--- src/rtl/ps2_scan_decoder_if.sv ---
// ---------------------------------------------------------------------------
// ps2_scan_decoder_if
//
// Bundles the byte-in and event-out signals of ps2_scan_decoder.
//
// Parameters:
//   FIFO_DEPTH  event FIFO entries; sets the width of ev_count.
//
// Signals:
//   byte_valid  one-cycle strobe, byte_data valid this cycle
//   byte_data   received scan-code byte
//   ev_pop      consume the head event (ignored when ev_valid=0)
//   ev_valid    FIFO non-empty
//   ev_code     head event key code (0 when empty)
//   ev_ext      head event was E0-prefixed (0 when empty)
//   ev_brk      head event is a release (0 when empty)
//   ev_count    entries held
//   overflow    sticky event-dropped flag
//
// Modports:
//   master  the side that feeds bytes and pops events (receiver/consumer)
//   slave   the decoder itself
// ---------------------------------------------------------------------------
interface ps2_scan_decoder_if #(
  parameter int FIFO_DEPTH = 4
);
  localparam int CW = $clog2(FIFO_DEPTH) + 1;

  logic          byte_valid;
  logic [7:0]    byte_data;
  logic          ev_pop;
  logic          ev_valid;
  logic [7:0]    ev_code;
  logic          ev_ext;
  logic          ev_brk;
  logic [CW-1:0] ev_count;
  logic          overflow;

  modport master (
    output byte_valid, byte_data, ev_pop,
    input  ev_valid, ev_code, ev_ext, ev_brk, ev_count, overflow
  );

  modport slave (
    input  byte_valid, byte_data, ev_pop,
    output ev_valid, ev_code, ev_ext, ev_brk, ev_count, overflow
  );
endinterface

--- src/rtl/ps2_scan_decoder.sv ---
// ---------------------------------------------------------------------------
// ps2_scan_decoder
//
// Turns the PS/2 Set-2 byte stream (one strobe per received byte) into key
// events {code, extended, break}. E0 marks an extended key, F0 a release.
// Decoded events are queued in a small circular FIFO that the display /
// control logic pops.
//
// Parameters:
//   FIFO_DEPTH   event FIFO entries (power of two, >= 2)
//   TIMEOUT_CYC  cycles a partial prefix sequence may wait for its next byte
//
// Ports:
//   clk    system clock
//   rst_n  asynchronous active-low reset
//   bus    ps2_scan_decoder_if.slave (byte input, event FIFO output)
//
// Optional build macro:
//   REPEAT_FILTER_EN  when defined, typematic repeats of the currently held
//                     key are suppressed via a held-key register. When not
//                     defined, every decoded event is pushed.
// ---------------------------------------------------------------------------
module ps2_scan_decoder #(
  parameter int FIFO_DEPTH  = 4,
  parameter int TIMEOUT_CYC = 50000
) (
  input logic               clk,
  input logic               rst_n,
  ps2_scan_decoder_if.slave bus
);

  localparam int AW = $clog2(FIFO_DEPTH);
  localparam int TW = $clog2(TIMEOUT_CYC + 1);
  localparam logic [TW-1:0] TMO_LAST = TW'(TIMEOUT_CYC - 1);

  localparam logic [7:0] CODE_E0 = 8'hE0;
  localparam logic [7:0] CODE_F0 = 8'hF0;

  // Bytes that carry no key information (keyboard replies, BAT, pause
  // prefix, errors): consumed without touching decoder state.
  localparam int N_DISC = 9;
  localparam logic [7:0] DISCARD [N_DISC] = '{
    8'h00, 8'hAA, 8'hE1, 8'hEE, 8'hFA, 8'hFC, 8'hFD, 8'hFE, 8'hFF
  };

  typedef enum logic [1:0] {
    IDLE = 2'd0,
    EXT  = 2'd1,
    BRK  = 2'd2
  } state_t;

  // -------------------------------------------------------------------------
  // Decoder state
  // -------------------------------------------------------------------------
  state_t        state_reg;
  state_t        state_next;
  logic          ext_r;
  logic          ext_next;
  logic [TW-1:0] tmo_cnt;

  // Discard-set match
  logic [N_DISC-1:0] disc_hit;
  logic              is_discard;

  for (genvar gi = 0; gi < N_DISC; gi++) begin : g_disc
    assign disc_hit[gi] = (bus.byte_data == DISCARD[gi]);
  end

  assign is_discard = |disc_hit;

  // The timer expires on the edge where it would reach TIMEOUT_CYC. On that
  // edge the sequence is abandoned and any byte arriving alongside it is
  // decoded as if the FSM were already back in IDLE.
  logic   tmo_fire;
  state_t cur_state;
  logic   cur_ext;

  assign tmo_fire  = (state_reg != IDLE) && (tmo_cnt == TMO_LAST);
  assign cur_state = tmo_fire ? IDLE : state_reg;
  assign cur_ext   = tmo_fire ? 1'b0 : ext_r;

  // Decoded event for this cycle (before any repeat filtering)
  logic       dec_push;
  logic       dec_ext;
  logic       dec_brk;
  logic [9:0] dec_ev;

  always_comb begin
    state_next = cur_state;
    ext_next   = cur_ext;
    dec_push   = 1'b0;
    dec_ext    = 1'b0;
    dec_brk    = 1'b0;
    if (bus.byte_valid && !is_discard) begin
      case (cur_state)
        IDLE: begin
          if (bus.byte_data == CODE_E0) begin
            state_next = EXT;
          end else if (bus.byte_data == CODE_F0) begin
            state_next = BRK;
            ext_next   = 1'b0;
          end else begin
            dec_push = 1'b1;
          end
        end
        EXT: begin
          if (bus.byte_data == CODE_E0) begin
            state_next = EXT;
          end else if (bus.byte_data == CODE_F0) begin
            state_next = BRK;
            ext_next   = 1'b1;
          end else begin
            dec_push   = 1'b1;
            dec_ext    = 1'b1;
            state_next = IDLE;
          end
        end
        BRK: begin
          // A second prefix after F0 is a protocol error: drop the sequence.
          if (bus.byte_data == CODE_E0 || bus.byte_data == CODE_F0) begin
            state_next = IDLE;
            ext_next   = 1'b0;
          end else begin
            dec_push   = 1'b1;
            dec_ext    = cur_ext;
            dec_brk    = 1'b1;
            state_next = IDLE;
            ext_next   = 1'b0;
          end
        end
        default: begin
          state_next = IDLE;
          ext_next   = 1'b0;
        end
      endcase
    end
  end

  assign dec_ev = {bus.byte_data, dec_ext, dec_brk};

  always_ff @(posedge clk or negedge rst_n) begin
    if (!rst_n) begin
      state_reg <= IDLE;
      ext_r     <= 1'b0;
      tmo_cnt   <= '0;
    end else begin
      state_reg <= state_next;
      ext_r     <= ext_next;
      // Any byte (even a discarded one) restarts the wait for the next byte.
      if (bus.byte_valid || state_next == IDLE) begin
        tmo_cnt <= '0;
      end else begin
        tmo_cnt <= tmo_cnt + 1'b1;
      end
    end
  end

  // -------------------------------------------------------------------------
  // Optional typematic repeat filter
  // -------------------------------------------------------------------------
  logic push_req;

`ifdef REPEAT_FILTER_EN
  logic       held_v;
  logic       held_ext;
  logic [7:0] held_code;
  logic       held_match;

  assign held_match = held_v && (held_ext == dec_ext) && (held_code == bus.byte_data);

  // Repeated makes of the held key are swallowed here, before the FIFO, so
  // they can never count as an overflow.
  assign push_req = dec_push && !(held_match && !dec_brk);

  always_ff @(posedge clk or negedge rst_n) begin
    if (!rst_n) begin
      held_v    <= 1'b0;
      held_ext  <= 1'b0;
      held_code <= 8'h00;
    end else if (dec_push) begin
      if (!dec_brk) begin
        if (!held_match) begin
          held_v    <= 1'b1;
          held_ext  <= dec_ext;
          held_code <= bus.byte_data;
        end
      end else if (held_match) begin
        held_v <= 1'b0;
      end
    end
  end
`else
  assign push_req = dec_push;
`endif

  // -------------------------------------------------------------------------
  // Event FIFO
  // -------------------------------------------------------------------------
  // Pointers carry one extra wrap bit so full and empty are distinguishable
  // without a separate counter.
  logic [AW:0] wptr_reg;
  logic [AW:0] rptr_reg;
  logic [9:0]  mem [FIFO_DEPTH];
  logic        empty;
  logic        full;
  logic        pop_eff;
  logic        do_push;
  logic        overflow_reg;
  logic [9:0]  head;

  assign empty   = (wptr_reg == rptr_reg);
  assign full    = (wptr_reg[AW] != rptr_reg[AW]) &&
                   (wptr_reg[AW-1:0] == rptr_reg[AW-1:0]);
  assign pop_eff = bus.ev_pop && !empty;
  // A same-cycle pop frees the slot the push needs, even when full.
  assign do_push = push_req && (!full || pop_eff);

  always_ff @(posedge clk) begin
    if (do_push) begin
      mem[wptr_reg[AW-1:0]] <= dec_ev;
    end
  end

  always_ff @(posedge clk or negedge rst_n) begin
    if (!rst_n) begin
      wptr_reg     <= '0;
      rptr_reg     <= '0;
      overflow_reg <= 1'b0;
    end else begin
      if (do_push) begin
        wptr_reg <= wptr_reg + 1'b1;
      end
      if (pop_eff) begin
        rptr_reg <= rptr_reg + 1'b1;
      end
      if (push_req && full && !pop_eff) begin
        overflow_reg <= 1'b1;
      end
    end
  end

  // Head outputs read the storage directly; storage is not reset, so the
  // fields are forced to zero whenever the FIFO is empty.
  assign head         = mem[rptr_reg[AW-1:0]];
  assign bus.ev_valid = !empty;
  assign bus.ev_code  = empty ? 8'h00 : head[9:2];
  assign bus.ev_ext   = empty ? 1'b0  : head[1];
  assign bus.ev_brk   = empty ? 1'b0  : head[0];
  assign bus.ev_count = wptr_reg - rptr_reg;
  assign bus.overflow = overflow_reg;

endmodule

--- src/flat_wrapper.sv ---
// flat-port wrapper written by rule: the top's interface ports become plain ports
module ps2_scan_decoder_flat 
#(
  parameter int FIFO_DEPTH  = 4,
  parameter int TIMEOUT_CYC = 50000
)
  (clk, rst_n, bus_byte_valid, bus_byte_data, bus_ev_pop, bus_ev_valid, bus_ev_code, bus_ev_ext, bus_ev_brk, bus_ev_count, bus_overflow);
  ps2_scan_decoder_if #(.FIFO_DEPTH(FIFO_DEPTH)) bus_i ();
  input logic clk;
  input logic rst_n;
  input wire logic [$bits(bus_i.byte_valid)-1:0] bus_byte_valid;
  input wire logic [$bits(bus_i.byte_data)-1:0] bus_byte_data;
  input wire logic [$bits(bus_i.ev_pop)-1:0] bus_ev_pop;
  output wire logic [$bits(bus_i.ev_valid)-1:0] bus_ev_valid;
  output wire logic [$bits(bus_i.ev_code)-1:0] bus_ev_code;
  output wire logic [$bits(bus_i.ev_ext)-1:0] bus_ev_ext;
  output wire logic [$bits(bus_i.ev_brk)-1:0] bus_ev_brk;
  output wire logic [$bits(bus_i.ev_count)-1:0] bus_ev_count;
  output wire logic [$bits(bus_i.overflow)-1:0] bus_overflow;
  assign bus_i.byte_valid = bus_byte_valid;
  assign bus_i.byte_data = bus_byte_data;
  assign bus_i.ev_pop = bus_ev_pop;
  assign bus_ev_valid = bus_i.ev_valid;
  assign bus_ev_code = bus_i.ev_code;
  assign bus_ev_ext = bus_i.ev_ext;
  assign bus_ev_brk = bus_i.ev_brk;
  assign bus_ev_count = bus_i.ev_count;
  assign bus_overflow = bus_i.overflow;
  ps2_scan_decoder #(.FIFO_DEPTH(FIFO_DEPTH), .TIMEOUT_CYC(TIMEOUT_CYC)) u_core (.clk(clk), .rst_n(rst_n), .bus(bus_i));
endmodule
--- config.mk ---
export PLATFORM = sky130hd
export DESIGN_NAME = ps2_scan_decoder_flat
export DESIGN_NICKNAME = d
export VERILOG_FILES = /design/src/rtl/ps2_scan_decoder_if.sv /design/src/rtl/ps2_scan_decoder.sv /design/src/flat_wrapper.sv
export SDC_FILE = /design/constraint.sdc
export NUM_CORES = 1
export LEC_CHECK = 0
export ABC_AREA = 1
export CORE_ASPECT_RATIO = 0.75
export CORE_MARGIN = 4
export CORE_UTILIZATION = 31
export DETAILED_ROUTE_END_ITERATION = 10
export PLACE_DENSITY = 0.59
export SYNTH_ARGS = -nofsm -noshare
export SYNTH_HDL_FRONTEND = slang
export SYNTH_SLANG_ARGS = --single-unit
--- constraint.sdc ---
create_clock -name clk -period 2.9 [get_ports clk]
set_clock_uncertainty 0.05 [all_clocks]
set_input_delay 0.87 -clock clk [delete_from_list [all_inputs] [get_ports clk]]
set_output_delay 0.87 -clock clk [all_outputs]
set_load 0.005 [all_outputs]
=== Word level (Yosys, flattened, before mapping) ===
Memories as Yosys holds them, arrays and structs flattened.
Index checks and enable logic that the tools add are counted.

* Bits in registers: 26
* RAM bits: 40
* Input bits: 12
* Output and inout bits: 15
* Word-level logic and storage cells: 77
* Memories kept: 1

{| class="wikitable"
|+ Memory list
! name !! depth !! bits a word !! rd ports !! clocked after memory_dff !! write ports !! line !! text
|-
| u_core.mem || 4 || 10 || 1 || 0 || 1 || ps2_scan_decoder.sv:203 || <nowiki>logic [9:0] mem [FIFO_DEPTH];</nowiki>
|}

* Add/subtract/negate cells: 4
* Equal/unequal tests: 16
* Muxes and demuxes: 30
* Reduce and logical (&&, ||, !) cells: 20

{| class="wikitable"
|+ Operators by type and width
! operator !! number
|-
| == test 8 bit, second input constant || 10
|-
| two-way mux 1 bit || 18
|-
| adder 16 x 1 -> 16 bit, second input constant || 1
|-
| == test 16 bit, second input constant || 1
|-
| two-way mux 16 bit || 1
|-
| two-way mux 2 bit || 6
|-
| OR reduction 9 bit || 1
|-
| logical NOT 8 bit || 1
|-
| two-way mux 8 bit || 1
|-
| logical AND 1 bit || 7
|-
| adder 3 x 1 -> 3 bit, second input constant || 2
|-
| case mux 1 bit (2 select lines) || 3
|-
| logical NOT 1 bit || 4
|-
| logical NOT 2 bit || 2
|-
| case mux 2 bit (2 select lines) || 1
|-
| == test 3 bit || 1
|-
| logical OR 1 bit || 3
|-
| subtractor 3 bit || 1
|-
| == test 2 x 1 -> 1 bit, second input constant || 1
|-
| == test 2 bit || 1
|-
| == test 2 bit, second input constant || 1
|-
| nonzero test 2 bit || 1
|-
| OR reduction 2 bit || 1
|-
| != test 1 bit || 1
|}

=== Logic depth before layout (Yosys ltp) ===
Gate-level depths: netlist (run 1).

* Depth in word-level cells: 10
* Gate-level depth with buffers: 17
* Mapped depth without buffers: 16

=== Worst setup path before layout (run 1) ===
No wires, ideal clock.

* Kind: reg2reg
* From: register u_core.tmo_cnt[0]
* To: memory u_core.mem[0][0] (enable)
* Library setup time: 0.376 ns
* Arrival time: 2.210 ns
* Data required time: 2.474 ns
* Slack: 0.264 ns
* Stages on the path, launching flop included: 13
* Buffers on the path: 0
* Clock period less this slack: 2.636 ns
* Cell sequence: dfrtp_1 > ha_1 > nand3_2 > nor2_4 > nand3_4 > nand2_1 > inv_1 > ha_1 > nor2_1 > o21ai_1 > nor2_1 > nand2_1 > nor2_1

* Longest elaborated chain between the ends: 10
* Elaborated cells on any way between the ends: 12
* Classes of those cells: 3 x eq/ne; 5 x mux; 4 x reduce/logical

{| class="wikitable"
|+ Ends and longest elaborated chain
! element !! line !! text
|-
| from (decl) || ps2_scan_decoder.sv:59 || <nowiki>logic [TW-1:0] tmo_cnt;</nowiki>
|-
| from (signal assigned) || ps2_scan_decoder.sv:153 || <nowiki>tmo_cnt <= tmo_cnt + 1'b1;</nowiki>
|-
| == test 16 bit (*) || ps2_scan_decoder.sv:78 || <nowiki>assign tmo_fire = (state_reg != IDLE) && (tmo_cnt == TMO_LAST);</nowiki>
|-
| logical AND 1 bit (*) || ps2_scan_decoder.sv:78 ||
|-
| two-way mux 2 bit (*) || ps2_scan_decoder.sv:79 || <nowiki>assign cur_state = tmo_fire ? IDLE : state_reg;</nowiki>
|-
| == test 2 x 1 -> 1 bit / logical NOT 2 bit (equally long branches) || ps2_scan_decoder.sv:95 || <nowiki>case (cur_state)</nowiki>
|-
| OR reduction 2 bit (no source line) || n/a ||
|-
| case mux 1 bit (2 select lines) (*) || ps2_scan_decoder.sv:95 ||
|-
| two-way mux 1 bit (*) || ps2_scan_decoder.sv:94 || <nowiki>if (bus.byte_valid && !is_discard) begin</nowiki>
|-
| logical AND 1 bit (*) || ps2_scan_decoder.sv:216 || <nowiki>assign do_push = push_req && (!full || pop_eff);</nowiki>
|-
| two-way mux 1 bit (*) || ps2_scan_decoder.sv:219 || <nowiki>if (do_push) begin</nowiki>
|-
| two-way mux 1 bit (implied by the code) (*) || ps2_scan_decoder.sv:220 || <nowiki>mem[wptr_reg[AW-1:0]] <= dec_ev;</nowiki>
|-
| to (decl) || ps2_scan_decoder.sv:203 ||
|}

Every way passes the cells marked *; elsewhere a longest branch is shown, timed or not.

=== Final worst setup path (run 1) ===
* From: register u_core.rptr_reg[0]
* To: output bus_ev_count[1]

* Longest elaborated chain between the ends: 1

{| class="wikitable"
|+ Ends and longest elaborated chain
! element !! line !! text
|-
| from (decl) || ps2_scan_decoder.sv:202 || <nowiki>logic [AW:0] rptr_reg;</nowiki>
|-
| from (signal assigned) || ps2_scan_decoder.sv:234 || <nowiki>rptr_reg <= rptr_reg + 1'b1;</nowiki>
|-
| subtractor 3 bit || ps2_scan_decoder.sv:249 || <nowiki>assign bus.ev_count = wptr_reg - rptr_reg;</nowiki>
|-
| to (decl) || flat_wrapper.sv:18 || <nowiki>output wire logic [$bits(bus_i.ev_count)-1:0] bus_ev_count;</nowiki>
|}

Every way passes these cells.

==> out/metrics.yaml, run 1 <==
status: "completed"
grt_pass1_wl_um: 12190
avgViaCountPerCell: 4.452
period_share: 0.9806
synth_top_area_cell: "edfxtp_1"
ys_types: 31
area_delta_synth_final_pct: 30.92
syn_inst: 354
synth_common_cells: "nor2_1 (70), nand2_1 (47), edfxtp_1 (40), inv_1 (36), dfrtp_1 (26)"
finalCriticalPeriod_ps: 2844
stdcell_count: 562
max_clock_freq_ghz: 0.3516
place_area_sq_um: 4079
hold_slack_ps: 403.0
vdd_drop_max_v: 0.0003387
antenna_found_initial: 0
cp.required_ps: 1980
gp_congestion: 0.8030
vias: 2502
wl_met3_um: 378
diodes: 0
cellPowerDensity_nw_per_um2: 862.2
grt.total_usage: 0.1214
timing.critical_path.cells: "ha_1 > fa_1 > inv_1 > clkdlybuf4s50_1"
overflow: 0
dieArea_sq_um: 12750
firstDrtPassIters: 4
yosysMostFrequentCell: "nor2_1"
top_layer: "met4"
slew_headroom: 0.6882
synth_seq_cells: 66
critPathMaxFanout: 2
tritoncts: "done"
grt_max_degree: 27
reg2reg_depth: 13
hold_violations: 0
end_kind: "output port"
rows: 32
cp_slowest_stage_delay_ps: 490
netlist_area_sq_um: 3407
largest_reg_flops: 40
ios: 27
yosysWarnings: 0
synth_top_area_share: 0.3526
synth_area_leaders: "edfxtp_1 (35%), dfrtp_1 (19%), nor2_1 (7.7%)"
cp.arrival_ps: 1920
leakage_nw: 1.907
met1Wirelength_um: 3674
drt_iter0_markers: 149
path_buf_inv: 2
worst_pin_slew_ps: 463.5
htree_levels: 3
finalPower_w: 0.003846
synthesis.nets: 379
drc: 0
die_h_um: 98.79
cp-start-kind: "flop"
nFillCells: 1019
synth.avg_cell_area_sq_um: 9.624
dieWidth_um: 129.1
synthArstFlopShare: 0.3939
crit_slowest_cell: "clkdlybuf4s50_1"
hold_path_depth: 1
cpLargestDelayFamily: "adder cells"
post_route_cells_drive_above_1_share: 0.2113
post-dp-hpwl_um: 5297
cts_root_buf: "clkbuf_16"
yosysSeqAreaShare: 0.5435
rsz0062_at_grt: "true"
criticalPathCategory: "reg -> out"
numCtsBuffers: 9
clk_path_buf_depth: 2
crit_cells: 4
clkTransAtPathRegs_ps: 60
cts.sinks: 66
fin_area_sq_um: 4461
synth_flop_cell: "edfxtp_1"
fin_util: 0.4252
hp-class: "reg -> reg"
initial_core_util: 0.3248
ant_nets: 0
core_sq_um: 10490
finalNetCount: 446
grt_pass1_vias: 2477
portBuffers: 26
clk_latency_ps: 330
dp.cells: 543
wire_per_inst_um: 12.87
dr_wl_met2_um: 3089
final-setup-viol-count: 0
drv_cap: 0
maxSlewViolCount: 0
drt_wl_total_um: 7231
synth-edff-count: 40
## cells in the final DEF (no fill, tap or decap), drive strengths merged
master,instances
o21ai,26
fa,1
dlygate4sd2,6
bufinv,1
nor4,2
buf,38
nand3,17
edfxtp,40
o31ai,2
nor3b,1
xnor2,5
nand4,7
ha,12
clkdlybuf4s50,15
nor3,3
dlymetal6s2s,5
a21oi,12
clkinvlp,2
nor2,85
clkbuf,9
xor2,10
nand2,52
o22ai,1
clkinv,2
dfrtp,26
inv,46
## report_power, final
part / total (W) / switching, W / internal (W)
clock: 0.00110 / 0.000420 / 0.000679
combinational: 0.00156 / 0.000802 / 0.000757
sequential: 0.00119 / 0.0000496 / 0.00114
## through the flow
step	TNS [ps]	worst slack [ps]
finish	0	56.12
global route	-58.53	-58.53
CTS	-73.26	-37.54
detailed placement	-3142	-87.32
global placement	-128.7	-7.115
floorplan	0	263.7
## area by class of cell
| class | instances | area (sq um) | area share |
|---|---|---|---|
| flip-flops and latches | 66 | 1852 | 0.4151 |
| well taps | 136 | 170.2 | 0.03815 |
| inverters | 44 | 165.2 | 0.03703 |
| clock buffers | 9 | 225.2 | 0.05049 |
| clock inverters | 7 | 82.58 | 0.01851 |
| repair buffers | 64 | 604.3 | 0.1355 |
| multi-input cells | 236 | 1361 | 0.3052 |
## timing repair
action                     CTS  global route
gates resized for setup     17            10
pin swaps                    6             1
cloned                       0             0
setup endpoints to repair   13             7
setup buffers                0             3
hold buffers                 0             0
## worst reg2reg max path, stage by stage, from the launching register on
cell	delay, ps
dfrtp_1	360
ha_1	240
nand3_2	120
nor2_4	140
nand3_4	100
nand2_1	160
inv_1	80
ha_1	210
nor2_1	100
o21ai_1	90
nor2_1	160
nand2_1	160
nor2_1	140
buf_4	200
## cell families (layout without fill, tap and decap cells)
kind of cell,count (synthesis),in the layout,synth area share
and+or+nand+nor,167,167,0.2427
DFF,66,66,0.5435
buffers and inverters,52,124,0.06207
AOI/OAI and AO/OA,41,41,0.06317
xor gates and xnor gates,15,15,0.03856
adders and majority gates,13,13,0.04994
## worst paths after layout
kind / start / endpoint / slack (ps)
max: u_core.rptr_reg[0] / bus_ev_count[1] / 60
min reg2reg: u_core.tmo_cnt[0] / u_core.tmo_cnt[0] / 400
min: u_core.tmo_cnt[0] / u_core.tmo_cnt[0] / 400
min in group asynchronous: rst_n / u_core.rptr_reg[2] / 860
max in group asynchronous: rst_n / u_core.ext_r / 1670
max reg2reg: u_core.tmo_cnt[0] / u_core.mem[2][8] / 280
## routing by layer
metal,track usage,up-vias
met5,0,-
met4,0.03632,0
met3,0.03467,8
met2,0.1736,41
met1,0.1781,1170
li1,-,1283
Power figures use the tool's default switching activity.
==> run 2: changes to the inputs <==
--- a/config.mk
+++ b/config.mk
@@ -5,10 +5,10 @@
 export SDC_FILE = /design/constraint.sdc
 export NUM_CORES = 1
 export LEC_CHECK = 0
-export ABC_AREA = 1
 export CORE_ASPECT_RATIO = 0.75
 export CORE_MARGIN = 4
 export CORE_UTILIZATION = 31
+export CTS_CLUSTER_DIAMETER = 80
 export DETAILED_ROUTE_END_ITERATION = 10
 export PLACE_DENSITY = 0.59
 export SYNTH_ARGS = -nofsm -noshare
==> run 2 against run 1 <==
Via count fell by 10%. Clock-buffer cell count did not move. Global-route usage increased by 0.18 points. Synthesized cell count down 32%. Sequential power rose by 9%. Highest routed layer unchanged. Sequential cell count unchanged. Largest cell class unchanged. Non-clock buffer count increased by 15.
==> out/metrics.yaml, run 2 <==
status: "completed"
synthArstFlopShare: 0.3939  # unchanged
cp.arrival_ps: 1950  # +30 ps
yosysWarnings: 0  # unchanged
finalCriticalPeriod_ps: 2865  # +21.29 ps
portBuffers: 26  # unchanged
final-setup-viol-count: 0  # unchanged
dieWidth_um: 127.2  # -1.4%
cp.required_ps: 1980  # about the same
cts_root_buf: "clkbuf_16"
cellPowerDensity_nw_per_um2: 887.2  # +2.9%
hold_violations: 0  # unchanged
place_area_sq_um: 4036  # -1.0%
yosysSeqAreaShare: 0.5606  # +0.01709
timing.final.ws_setup_ps: 34.83  # -21.29 ps
dieArea_sq_um: 12390  # -2.8%
post-dp-hpwl_um: 4859  # -8.3%
synthAdderAreaFrac: 0.05152  # +0.001570
ys_types: 49  # +58%
post_route_cells_drive_above_1_share: 0.3344  # +0.1231
antenna_found_initial: 0  # unchanged
drv_cap: 0  # unchanged
firstDrtPassIters: 4  # unchanged
yosysMostFrequentCell: "edfxtp_1"
initial_core_util: 0.3198  # -0.005018
finalNetCount: 346  # -22%
largest_reg_flops: 40  # unchanged
synth_flop_cell: "edfxtp_1"
criticalPathCategory: "reg -> out"
slew_headroom: 0.6800  # -0.008168
synth.avg_cell_area_sq_um: 13.76  # +43%
clk_latency_ps: 330  # about the same
synth_seq_cells: 66  # unchanged
numCtsBuffers: 9  # unchanged
syn_inst: 240  # -32%
netlist_area_sq_um: 3303  # -3.0%
vias: 2249  # -10%
gp_congestion: 0.7747  # -3.5%
ant_nets: 0  # unchanged
synth_top_family_by_area: "simple AND/OR/NAND/NOR gates"
grt_pass1_wl_um: 11930  # -2.1%
wire_per_inst_um: 15.95  # +24%
synth_area_leaders: "edfxtp_1 (36%), dfrtp_1 (20%), mux4_2 (6.8%)"
area_delta_synth_final_pct: 38.03
drc: 0  # unchanged
clkTransAtPathRegs_ps: 60  # about the same
grt_pass1_vias: 2282  # -7.9%
diodes: 0  # unchanged
ios: 27  # unchanged
synth-edff-count: 40  # unchanged
cp-start-kind: "flop"
leakage_nw: 1.809  # -5.1%
grt_max_degree: 27  # unchanged
htree_levels: 3  # unchanged
stdcell_count: 462  # -18%
synthMuxAreaShare: 0.07576  # +0.07576
synth_common_cells: "edfxtp_1 (40), dfrtp_1 (26), xnor2_1 (15), inv_1 (13)"
maxSlewViolCount: 0  # unchanged
worst_pin_slew_ps: 476.4  # +12.86 ps
critPathMaxFanout: 10  # +8
avgViaCountPerCell: 4.868  # +9.3%
overflow: 0  # unchanged
drt_iter0_markers: 124  # -17%
cts.sinks: 66  # unchanged
synth_top_area_cell: "edfxtp_1"
synth_top_area_share: 0.3636  # +0.01108
die_h_um: 97.40  # -1.4%
synth-xor-area-share: 0.05303  # +0.01447
synth_compound_area_frac: 0.1049  # +0.04176
dp.cells: 431  # -21%
drt_wl_total_um: 7368  # +1.9%
core_sq_um: 10330  # -1.5%
end_kind: "output port"
dpl_worst_slack_ps: -459.0  # -371.7 ps
period_share: 0.9880  # +0.007343
vdd_drop_max_v: 0.0005450  # +61%
tritoncts: "done"
grt.total_usage: 0.1232  # +0.001784
rows: 32  # unchanged
clk_path_buf_depth: 2  # unchanged
final_cell_mix: "buf_4 (44), edfxtp_1 (40), dfrtp_1 (25)"
max_clock_freq_ghz: 0.3490  # -0.74%
final_common_cell: "buf_4"
fin_util: 0.4414  # +0.01616
fin_area_sq_um: 4559  # +2.2%
synthSimpleGateAreaFrac: 0.1220  # -0.1208
synthesis.nets: 265  # -30%
hp-class: "reg -> reg"
-- run 2: critical path, cell delays in order, from the launching register on --
cell and delay, ps:
dfrtp_2 440, buf_12 160, buf_4 110, mux4_2 500
and2_4 150, dlygate4sd2_1 250
-- run 2: metrics by stage --
stage	TNS, ps	hold WS, ps	total power, W
after floorplan	0	383.6	0.002029
after global placement	-25280	404.1	0.002845
after detailed placement	-28700	407.8	0.002857
after CTS	-172.5	420.9	0.003935
after global routing	-131.9	431.3	0.004293
final	0	421.8	0.004045
-- run 2: cells by family after synthesis --
kind of cell	count (synthesis)
simple gates	71
flops	66
compound gates	36
buf+inv	22
xor+xnor	20
fa+ha+maj	13
mux	12
-- run 2: layer usage --
layer	GRT usage	vias to the layer above	part of all wire
met5	0	-	0
met4	0.05441	0	0.013
met3	0.03297	7	0.038
met2	0.1744	47	0.45
met1	0.1762	1119	0.49
li1	-	1076	-
-- run 2: area by class of cell --
cell class | count | area [sq um]
Clock buffer | 9 | 225.2
Clock inverter | 7 | 82.58
Fill cell | 946 | 5771
Inverter | 13 | 48.80
Multi-Input combinational cell | 152 | 1424
Sequential cell | 66 | 1853
Tap cell | 136 | 170.2
Timing Repair Buffer | 79 | 755.7
-- run 2: worst paths after layout --
path                                    start                 end  slack, ps  cells past startpoint
setup / recovery           u_core.rptr_reg[0]      bus_ev_code[6]         30                      5
min in group asynchronous               rst_n  u_core.tmo_cnt[13]        860                      2
hold / removal              u_core.tmo_cnt[0]   u_core.tmo_cnt[0]        420                      1
hold reg to reg             u_core.tmo_cnt[0]   u_core.tmo_cnt[0]        420                      1
max in group asynchronous               rst_n  u_core.rptr_reg[0]       1660                      2
setup reg to reg           u_core.tmo_cnt[10]    u_core.mem[2][9]        160                      8
-- run 2: what timing repair did --
item                       4_1_cts  5_1_grt
buffers inserted                 2       12
hold buffers                     0        0
gates resized for setup         16       18
pin swaps                        0        5
setup endpoints to repair       71       60
gates cloned                     0        1
-- run 2: report_power, final --
part           internal [W]  switching (W)  leakage, nW
clock              0.000680       0.000439        0.145
sequential          0.00122      0.0000826        0.715
combinational      0.000967       0.000654        0.949
total               0.00287        0.00118         1.81
==> RTL edit 1, RTL diff (settings of run 1) <==
`FIFO_DEPTH` is set to 4 in 3 places; all go to 2.
--- a/src/rtl/ps2_scan_decoder_if.sv
+++ b/src/rtl/ps2_scan_decoder_if.sv
@@ -24,3 +24,3 @@
 interface ps2_scan_decoder_if #(
-  parameter int FIFO_DEPTH = 4
+  parameter int FIFO_DEPTH = 2
 );
--- a/src/rtl/ps2_scan_decoder.sv
+++ b/src/rtl/ps2_scan_decoder.sv
@@ -23,3 +23,3 @@
 module ps2_scan_decoder #(
-  parameter int FIFO_DEPTH  = 4,
+  parameter int FIFO_DEPTH  = 2,
   parameter int TIMEOUT_CYC = 50000
--- a/src/flat_wrapper.sv
+++ b/src/flat_wrapper.sv
@@ -3,3 +3,3 @@
 #(
-  parameter int FIFO_DEPTH  = 4,
+  parameter int FIFO_DEPTH  = 2,
   parameter int TIMEOUT_CYC = 50000
Interface: changed (resized bus_ev_count); port bits go from 27 to 26. The function was not compared with the original's and may differ.
==> RTL edit 1 against run 1 <==
Maximum frequency grew 2.2%; clock power is 58% lower; total power is 41% lower; combinational power down 36%; synthesized cell count shrank 17%; critical path type unchanged; count of clock-buffer cells in the layout is 4 lower; largest cell class unchanged; register-to-register slack improved by 110 ps; area after synthesis shrank 27%; setup slack improved by 61 ps; cell area decreased by 29%; routed wire length decreased by 32%; sequential cell count shrank 22.
==> RTL edit 1: results (changes against run 1) <==
----------------------------------------------------
[Synthesis]
  Count of different cell masters after synthesis ... 27 (-13%)
  Proportion of synthesized chip area in sequential cells ... 48.2% (-6.2 points)
  Proportion of register bits with asynchronous set or reset after synthesis ... 54.5% (+15 points)
  Count of flip-flops with a built-in enable after synthesis ... 20 (-50%)
  Flop and latch count out of synthesis ... 44 (-33%)
  Dominant register cell in the synthesized netlist ... sky130_fd_sc_hd__dfrtp_1
  Biggest area contributors in the synthesized netlist ... sky130_fd_sc_hd__dfrtp_1 (24%), sky130_fd_sc_hd__edfxtp_1 (24%), sky130_fd_sc_hd__nand2_1 (14%)

[Status]
  Result of the run ... completed

[Clock tree]
  H-tree depth reported by CTS ... 2 (-1)
  Clock Tree Root ... sky130_fd_sc_hd__clkbuf_8
  Total CTS buffers ... 5 (-4)
  Clock Latency Late Sink ... 290 ps (-40 ps)

[Placed design]
  Worst Setup Slack post-DPL ... 13.9 ps (+101 ps)
  Count of port buffers added during placement ... 25 (-3.8%)
  Weighted congestion at the end of routability-driven global placement ... 0.829 (+3.2%)
  Placed cell count ... 438 (-19%)

[Final layout]
  Filler instances ... 793 (-22%)
  Number of nets in the layout ... 359 (-20%)
  Ratio of cells with drive above 1 in the final layout ... 18.7% (-2.4 points)
  Count of non-filler cells in the finished layout ... 447 (-20%)

[Global routing]
  Pin count of the biggest net entering global routing ... 25 (-7.4%)
  Via count of the first global-routing pass ... 1800 (-27%)

[Worst setup path]
  Largest driver fanout on the critical path ... 12 (+10)
  FF-to-FF setup slack ... 390 ps (+110 ps)
  CP Capture Point ... bus_ev_ext
  Critical register-to-register path endpoint ... u_core.mem[1][0]

[Power]
  Maximum vdd drop ... 0.508 mV (+50%)

[Routing]
  Met3 wirelength from detailed routing ... 71 µm (-81%)
  Met1 wire length ... 2.55 mm (-31%)

[Timing]
  Slew headroom ... 71.0% (+2.2 points)

----------------------------------------------------
==> RTL edit 1: power groups by stage <==
stage | clock (mW) | sequential [mW] | combinational [mW]
2_1_floorplan | 0 | 0.804 | 0.445
3_3_place_gp | 0 | 0.808 | 0.944
3_5_place_dp | 0 | 0.811 | 0.952
4_1_cts | 0.479 | 0.797 | 0.980
5_1_grt | 0.504 | 0.805 | 1.09
6_report | 0.463 | 0.799 | 0.991
==> RTL edit 1: per-layer routing <==
| metal | GRT usage (%) | vias to the layer above |
|---|---|---|
| met5 | 0 | - |
| met4 | 3.65 | 0 |
| met3 | 1.55 | 5 |
| met2 | 16.8 | 17 |
| met1 | 15.8 | 873 |
| li1 | - | 997 |
==> RTL edit 1: what timing repair did <==
item | in CTS | in global routing
resized for setup | 2 | 2
setup endpoints to repair | 11 | 10
setup buffers | 0 | 1
hold buffers | 0 | 0
pin swaps | 0 | 1
==> RTL edit 1: logic make-up after synthesis <==
logic type	share of synthesized area, %
and+or+nand+nor	33.5
buffers and inverters	8.33
DFF	48.2
AOI/OAI and AO/OA	2.06
xor gates and xnor gates	4.92
adders and majority gates	3.01
==> RTL edit 1: through the flow <==
step / utilization (%) / area, µm²
2_1_floorplan: - / 2490
3_3_place_gp: 38.4 / 3020
3_5_place_dp: 38.4 / 3020
4_1_cts: 40.0 / 3140
5_1_grt: 40.1 / 3150
6_report: 40.1 / 3150
==> RTL edit 1: layout make-up <==
class | count | area share [%]
timing repair buffer | 44 | 13.7
inverter | 47 | 5.73
clock buffer | 5 | 2.19
clock inverter | 3 | 1.35
tap | 105 | 4.17
sequential | 44 | 38.2
multi-input combinational | 199 | 34.7
==> RTL edit 2, RTL diff (config.mk and constraints of run 1) <==
Made on the original files. Re-encode `state_t` (3 states) as one-hot, 3 bits wide.
--- a/src/rtl/ps2_scan_decoder.sv
+++ b/src/rtl/ps2_scan_decoder.sv
@@ -45,6 +45,6 @@
 
-  typedef enum logic [1:0] {
-    IDLE = 2'd0,
-    EXT  = 2'd1,
-    BRK  = 2'd2
+  typedef enum logic [2:0] {
+    IDLE = 3'b001,
+    EXT  = 3'b010,
+    BRK  = 3'b100
   } state_t;
Formal check against the unedited RTL: no difference found for any inputs over 4 cycles, from zero or initial values and one cycle with rst_n low; so few cycles prove little.
==> RTL edit 2 against run 1 <==
Sequential share of layout area up 2.5 points; routed wire length fell by 5.8%; first-iteration DRC count up 30%; synthesized cell count is 0.56% lower; maximum frequency decreased by 0.28%; cell area decreased by 4.3%; largest power group unchanged; area after synthesis fell by 1.4%; setup slack got worse by 8.1 ps; total power down 3.0%; sequential cell count up 1; combinational power down 8%.
==> RTL edit 2: results (changes against run 1) <==
----------------------------------------------------
[Status]
  Result of the run ... completed

[Timing]
  Worst hold margin ... 433 ps (+29.7 ps)
  Slew headroom ... 72.0% (+3.1 points)

[Final layout]
  Filler instances ... 1044 (+2.5%)
  Register cell area after layout ... 1880 µm² (+1.4%)
  Clock network area share ... 7.24% (+0.34 points)
  Fraction of area in registers ... 44.0% (+2.5 points)
  Number of buffers other than clock buffers in the final layout ... 52 (-19%)
  Number of nets in the layout ... 428 (-4.0%)
  Buffer share of cell area ... 11.0% (-2.6 points)
  Ratio of cells with drive above 1 in the final layout ... 19.2% (-2.0 points)
  Total number of multi-input combinational cells ... 232 (-1.7%)
  Share of the final layout cell area in multi-input gates ... 29.8% (-0.71 points)

[Global routing]
  Global-route wire length before repair ... 11.7 mm (-3.8%)
  Tot GR Track Use ... 11.7% (-0.47 points)
  Pin count of the biggest net entering global routing ... 28 (+3.7%)

[Power]
  Part of the power in combinational logic ... 38.6% (-1.9 points)
  Leakage power ... 1.85 nW (-3.0%)
  Sequential power share ... 31.8% (+0.9 points)

[Worst setup path]
  Depth of the most critical reg-to-reg path ... 9 (-4)
  Largest driver fanout on the critical path ... 22 (+20)
  CP Capture Point ... bus_ev_code[2]
  FF-to-FF setup slack ... 690 ps (+410 ps)

[Placed design]
  Placed cell count ... 532 (-2.0%)
  Final HPWL from detailed placement ... 5.04 mm (-4.9%)
  Weighted congestion at the end of routability-driven global placement ... 0.812 (+1.1%)
  Cell area after placement ... 3950 µm² (-3.2%)

[Synthesis]
  Biggest area contributors in the synthesized netlist ... sky130_fd_sc_hd__edfxtp_1 (36%), sky130_fd_sc_hd__dfrtp_1 (19%), sky130_fd_sc_hd__nor2_1 (7.7%)
  Top post-synthesis cells by count ... sky130_fd_sc_hd__nor2_1 (69), sky130_fd_sc_hd__nand2_1 (45), sky130_fd_sc_hd__inv_1 (42)
  Flop and latch count out of synthesis ... 67 (+1.5%)
  Proportion of register bits with asynchronous set or reset after synthesis ... 40.3% (+0.90 points)

[Clock tree]
  Cts repair resizes ... 15 (-2)

[Routing]
  Total Wirelength ... 6.81 mm (-5.8%)
  Routed length on met2 ... 2.89 mm (-6.6%)
  Vias after detailed routing ... 2417 (-3.4%)
  Detail-routed net length per standard cell ... 12.4 µm (-3.4%)

----------------------------------------------------
-- RTL edit 2: cell count changes in the layout (fill, tap and decap cells not counted), moves of 4 or more --
cell and delta:
sky130_fd_sc_hd__buf_4 -9, sky130_fd_sc_hd__ha_1 -4, sky130_fd_sc_hd__inv_1 +4, sky130_fd_sc_hd__nor2_2 +8, sky130_fd_sc_hd__nor2_4 -7, sky130_fd_sc_hd__o21ai_0 +5
-- RTL edit 2: cells by family after synthesis --
group | count (synthesis) | share of synthesized area (%)
compound gates | 44 | 7.30
xor+xnor | 17 | 4.43
fa+ha+maj | 9 | 3.58
buf+inv | 53 | 6.41
flops | 67 | 55.9
simple gates | 162 | 22.4
-- RTL edit 2: layer usage --
metal	track usage [%]	up-vias
met5	0	-
met4	3.18	0
met3	3.01	5
met2	16.2	55
met1	17.9	1114
li1	-	1243
